--- src/rtl/noc_pipelined_credit_link.sv ---
// Array of independent router-to-router NoC links. Each link retimes flits downstream and
// credits upstream through NUM_PIPELINE register stages, and keeps an upstream-side credit
// monitor plus saturating flit/packet statistics.
module noc_pipelined_credit_link #(
    parameter int unsigned NUM_LINKS         = 4,
    parameter int unsigned FLIT_WIDTH        = 64,
    parameter int unsigned DEST_WIDTH        = 4,
    parameter int unsigned NUM_PIPELINE      = 2,
    parameter int unsigned FLIT_BUFFER_DEPTH = 8,
    parameter int unsigned CNT_WIDTH         = 16,
    parameter int unsigned CREDIT_WIDTH      = $clog2(FLIT_BUFFER_DEPTH + 1)
) (
    input  logic                                     clk_noc,
    input  logic                                     rst_noc_sync,
    input  logic [0:NUM_LINKS-1][FLIT_WIDTH-1:0]     data_in,
    input  logic [0:NUM_LINKS-1][DEST_WIDTH-1:0]     dest_in,
    input  logic [0:NUM_LINKS-1]                     is_tail_in,
    input  logic [0:NUM_LINKS-1]                     send_in,
    output logic [0:NUM_LINKS-1]                     credit_out,
    output logic [0:NUM_LINKS-1][FLIT_WIDTH-1:0]     data_out,
    output logic [0:NUM_LINKS-1][DEST_WIDTH-1:0]     dest_out,
    output logic [0:NUM_LINKS-1]                     is_tail_out,
    output logic [0:NUM_LINKS-1]                     send_out,
    input  logic [0:NUM_LINKS-1]                     credit_in,
    output logic [0:NUM_LINKS-1][CREDIT_WIDTH-1:0]   credits_avail,
    output logic [0:NUM_LINKS-1]                     err_overrun,
    output logic [0:NUM_LINKS-1]                     err_excess_credit,
    output logic [0:NUM_LINKS-1][CNT_WIDTH-1:0]      flit_count,
    output logic [0:NUM_LINKS-1][CNT_WIDTH-1:0]      pkt_count
);

    localparam logic [CREDIT_WIDTH-1:0] CreditMax = CREDIT_WIDTH'(FLIT_BUFFER_DEPTH);

    for (genvar l = 0; l < NUM_LINKS; l++) begin : g_link

        if (NUM_PIPELINE == 0) begin : g_bypass
            assign send_out[l]    = send_in[l];
            assign is_tail_out[l] = is_tail_in[l];
            assign dest_out[l]    = dest_in[l];
            assign data_out[l]    = data_in[l];
            assign credit_out[l]  = credit_in[l];
        end else begin : g_pipe
            logic [NUM_PIPELINE-1:0]                 send_q, send_d;
            logic [NUM_PIPELINE-1:0]                 tail_q, tail_d;
            logic [NUM_PIPELINE-1:0][DEST_WIDTH-1:0] dest_q, dest_d;
            logic [NUM_PIPELINE-1:0][FLIT_WIDTH-1:0] data_q, data_d;
            logic [NUM_PIPELINE-1:0]                 credit_q, credit_d;

            // Shift every stage forward each cycle; payload only moves alongside a valid flit
            // so idle cycles do not toggle the wide data registers.
            always_comb begin
                send_d   = send_q;
                tail_d   = tail_q;
                dest_d   = dest_q;
                data_d   = data_q;
                credit_d = credit_q;

                send_d[0]   = send_in[l];
                credit_d[0] = credit_in[l];
                if (send_in[l]) begin
                    tail_d[0] = is_tail_in[l];
                    dest_d[0] = dest_in[l];
                    data_d[0] = data_in[l];
                end

                for (int k = 1; k < NUM_PIPELINE; k++) begin
                    send_d[k]   = send_q[k-1];
                    credit_d[k] = credit_q[k-1];
                    if (send_q[k-1]) begin
                        tail_d[k] = tail_q[k-1];
                        dest_d[k] = dest_q[k-1];
                        data_d[k] = data_q[k-1];
                    end
                end
            end

            // Pipeline registers; reset drops any in-flight flits and credits.
            always_ff @(posedge clk_noc) begin
                if (rst_noc_sync) begin
                    send_q   <= '0;
                    tail_q   <= '0;
                    dest_q   <= '0;
                    data_q   <= '0;
                    credit_q <= '0;
                end else begin
                    send_q   <= send_d;
                    tail_q   <= tail_d;
                    dest_q   <= dest_d;
                    data_q   <= data_d;
                    credit_q <= credit_d;
                end
            end

            assign send_out[l]    = send_q[NUM_PIPELINE-1];
            assign is_tail_out[l] = tail_q[NUM_PIPELINE-1];
            assign dest_out[l]    = dest_q[NUM_PIPELINE-1];
            assign data_out[l]    = data_q[NUM_PIPELINE-1];
            assign credit_out[l]  = credit_q[NUM_PIPELINE-1];
        end

        logic [CREDIT_WIDTH-1:0] cred_q, cred_d;
        logic                    ovr_q, ovr_d;
        logic                    exc_q, exc_d;
        logic [CNT_WIDTH-1:0]    flit_q, flit_d;
        logic [CNT_WIDTH-1:0]    pkt_q, pkt_d;

        // Credit accounting against the delayed credit, sticky protocol errors, and
        // saturating statistics. The monitor observes only; it never gates traffic.
        always_comb begin
            cred_d = cred_q;
            ovr_d  = ovr_q;
            exc_d  = exc_q;
            flit_d = flit_q;
            pkt_d  = pkt_q;

            if (send_in[l] && (cred_q == '0)) begin
                ovr_d = 1'b1;
            end

            if (send_in[l] && !credit_out[l]) begin
                if (cred_q != '0) begin
                    cred_d = cred_q - 1'b1;
                end
            end else if (!send_in[l] && credit_out[l]) begin
                if (cred_q == CreditMax) begin
                    exc_d = 1'b1;
                end else begin
                    cred_d = cred_q + 1'b1;
                end
            end

            if (send_in[l] && (flit_q != '1)) begin
                flit_d = flit_q + 1'b1;
            end
            if (send_in[l] && is_tail_in[l] && (pkt_q != '1)) begin
                pkt_d = pkt_q + 1'b1;
            end
        end

        // Monitor and statistics registers.
        always_ff @(posedge clk_noc) begin
            if (rst_noc_sync) begin
                cred_q <= CreditMax;
                ovr_q  <= 1'b0;
                exc_q  <= 1'b0;
                flit_q <= '0;
                pkt_q  <= '0;
            end else begin
                cred_q <= cred_d;
                ovr_q  <= ovr_d;
                exc_q  <= exc_d;
                flit_q <= flit_d;
                pkt_q  <= pkt_d;
            end
        end

        assign credits_avail[l]     = cred_q;
        assign err_overrun[l]       = ovr_q;
        assign err_excess_credit[l] = exc_q;
        assign flit_count[l]        = flit_q;
        assign pkt_count[l]         = pkt_q;
    end

endmodule

--- config.mk ---
export PLATFORM = sky130hd
export DESIGN_NAME = noc_pipelined_credit_link
export DESIGN_NICKNAME = d
export VERILOG_FILES = /design/src/rtl/noc_pipelined_credit_link.sv
export SDC_FILE = /design/constraint.sdc
export NUM_CORES = 1
export LEC_CHECK = 0
export CORE_AREA = 2 2 284 286
export DETAILED_ROUTE_END_ITERATION = 12
export DIE_AREA = 0 0 286 288
export PLACE_DENSITY = 0.68
export REMOVE_ABC_BUFFERS = 1
export SETUP_SLACK_MARGIN = 0.05
export SLEW_MARGIN = 0
export SYNTH_ARGS = -nofsm -noshare
export SYNTH_HDL_FRONTEND = slang
export SYNTH_SLANG_ARGS = --single-unit
--- constraint.sdc ---
create_clock -name clk_noc -period 3.1 [get_ports clk_noc]
set_input_delay 0.93 -clock clk_noc [delete_from_list [all_inputs] [get_ports clk_noc]]
set_output_delay 0.93 -clock clk_noc [all_outputs]
set_load 0.01 [all_outputs]
==> results of run 1 <==
per-stage QoR:
step	total power, mW	worst slack [ns]	cell area, µm²
final	21.5	0.369	38100
after global routing	22.4	0.269	38100
after CTS	21.8	0.305	38100
after detailed placement	12.3	0.364	35400
after global placement	12.3	0.378	35400
after floorplan	11.1	0.163	26500
area by class of cell:
class                      instances  area, µm²
antenna                            7       17.5
clock buffer                     119       2360
clock inverter                    22        282
fill                            7458      41600
inverter                          22       82.6
multi-input combinational       1798      12000
sequential                       720      14400
tap                             1060       1330
timing repair buffer             755       7620
flip-flops by register name, summed over array words and instances, names as in the netlist:
register	flops
g_link.g_pipe.data_q	256
g_link.cred_q	16
g_link.flit_q	64
g_link.g_pipe.credit_q	8
g_link.pkt_q	64
dest_out	16
data_out	256
g_link.g_pipe.send_q	8
g_link.g_pipe.dest_q	16
g_link.exc_q	4
g_link.ovr_q	4
g_link.g_pipe.tail_q	8
cells in the mapped netlist (5+ instances only):
cell	number
dfxtp_1	720
nand2_1	63
and3_1	15
o21ai_1	5
nand3_1	34
clkbuf_1	104
a211oi_1	9
or3_1	11
xor2_1	56
buf_2	47
nor4_1	22
nor3_1	32
a31oi_1	14
a21oi_1	31
nor2b_1	16
xnor2_1	61
nor2_1	699
nor4b_1	8
ha_1	24
nand4_1	28
inv_1	22
buf_1	7
o2111ai_1	6
mux2i_1	555
buf_4	293
and4_1	15
o21ai_0	22
and2_1	9
report_power, final:
group / leakage (nW) / internal, mW / total (mW) / switching (mW)
clock: 1.29 / 5.48 / 9.38 / 3.90
combinational: 7.75 / 1.18 / 2.12 / 0.942
sequential: 5.88 / 9.65 / 10.0 / 0.364
total: 14.9 / 16.3 / 21.5 / 5.21
per-layer routing:
| layer | vias to the layer above | global-route usage [%] | part of all wire [%] |
|---|---|---|---|
| li1 | 10500 | - | - |
| met4 | 0 | 7.67 | 3.5 |
| met3 | 136 | 4.61 | 5.8 |
| met1 | 9709 | 21.5 | 42 |
| met2 | 459 | 29.1 | 48 |
| met5 | - | 0 | 0 |
how the worst max path moves through the flow:
stage	slack, ns	from	cells after the start	end
after detailed placement	0.36	is_tail_in[3]	6	g_link[3].pkt_q[13]
after global routing	0.27	g_link[0].flit_q[2]	1	flit_count[50]
after CTS	0.31	g_link[0].flit_q[2]	1	flit_count[50]
final	0.37	g_link[1].pkt_q[13]	1	pkt_count[45]
after floorplan	0.16	g_link[3].g_pipe.send_q[0]	2	data_out[0]
after global placement	0.38	is_tail_in[3]	6	g_link[3].pkt_q[13]
kinds of logic after synthesis:
kind of cell,after synthesis,synth area share (%)
flops,720,49.2
simple gates,981,14.7
xor+xnor,117,3.50
compound gates,120,2.65
fa+ha+maj,24,1.02
buf+inv,473,10.0
mux,556,19.0
==> impl_metrics.json, run 1 <==
{
  "end_kind": "output pin",
  "slew_headroom_pct": 41.8,
  "dieArea_um2": 82400,
  "hpwl_um": 54800,
  "reg2reg_from": "g_link[2].pkt_q[0]",
  "hold_slack_ns": 0.436,
  "path_clk_slew_ns": 0.06,
  "drc_errors": 0,
  "skew_ns": 0.0259,
  "rr_worst_depth": 6,
  "power.density_nw_per_um2": 565,
  "synth_seq_cells": 720,
  "fp.dieW_um": 286,
  "via_per_inst": 4.62,
  "synthArstFlopShare_pct": 0,
  "initial_core_util_pct": 36.8,
  "yosysTopAreaCell": "dfxtp_1",
  "max_stage_delay_ns": 0.79,
  "path_delay_family": "buffers and inverters",
  "critPathArrivalTime_ns": 1.80,
  "grt_max_degree": 104,
  "tritoncts": "yes",
  "firstDrtPassIters": 5,
  "worstMarginPinSlew_ns": 0.873,
  "final.min_clock_period_ns": 2.73,
  "crit_path_top_delay_cell": "clkdlybuf4s50_1",
  "synth_area_um2": 29300,
  "holdBufCountCts": 0,
  "min-delay-start": "g_link[0].g_pipe.credit_q[0]",
  "num_vias": 20800,
  "antenna_found_initial": 6,
  "setup_viol": 0,
  "critical_path_class": "reg2out",
  "worstHoldPathType": "reg2reg",
  "grt_overflow_total": 0,
  "routed_wirelength_um": 76400,
  "grt_pass1_vias": 19700,
  "placed_cells": 4355,
  "drive_above_1_share_pct": 5.33,
  "grt_pass1_wl_um": 115000,
  "yosys_warnings": 0,
  "worstPathCellList": "clkdlybuf4s50_1",
  "worst-path-buf-inv": 1,
  "gp_congestion": 0.819,
  "rrSetupSlack_ns": 1.10,
  "ys.flop_type": "dfxtp_1",
  "fin_cells": 4503,
  "worstSkewPairLatency_ns": 0.63,
  "ir_drop_mv": 0.509,
  "synth_seq_area_share_pct": 49.2,
  "core_um2": 79600,
  "detail-route-antenna-nets": 0,
  "num_rows": 104,
  "min_period_over_period_pct": 88.1,
  "final_max_slew_viol_count": 0,
  "timing.rr.end": "g_link[2].pkt_q[14]",
  "die_h_um": 288,
  "clockBufferDepth": 3,
  "cts_sinks": 720,
  "synth_top_area_share_pct": 49.2,
  "synth.avg_cell_area_um2": 9.80,
  "cts_buffers": 79,
  "synthToLayoutAreaGrowth_pct": 29.9,
  "post_drt_wl_per_cell_um": 17.0,
  "nNetsFinal": 3686,
  "htree_levels": 3,
  "fin_tns_setup_ns": 0,
  "min_to": "g_link[0].g_pipe.credit_q[1]",
  "worstSetupStartpointType": "flop",
  "grt_use_total_pct": 17.6,
  "drt_iter0_drc": 1049,
  "synth_cells": 2991,
  "cts_setup_buffers": 0,
  "final_hold_viol_count": 0,
  "rsz0062_at_grt": "false",
  "ios": 722,
  "synth.distinct_cells": 59,
  "layout_common_cells": "dfxtp_1, clkdlybuf4s50_1, nor2_1, mux2i_1, clkbuf_16",
  "cts_root_buf": "clkbuf_16",
  "hold_depth": 1,
  "status": "finished, final reports clean",
  "synth_edf_count": 0,
  "cp_max_fo": 4,
  "max_freq_ghz": 0.366,
  "leakage_nw": 14.9,
  "cts_resized": 0,
  "cap_viol_max_count": 0,
  "portBuffers": 721,
  "fin_util_pct": 47.8,
  "synth_area_leaders": "dfxtp_1, mux2i_1, nor2_1",
  "worstPathRequired_ns": 2.17
}
Note: power is estimated with default switching activity, not from simulation.
==> run 2: changes to the inputs <==
CAP_MARGIN = 10   (was unset)
==> results of run 2 <==
No change in the layout: final DEF, timing and power equal those of run 1.
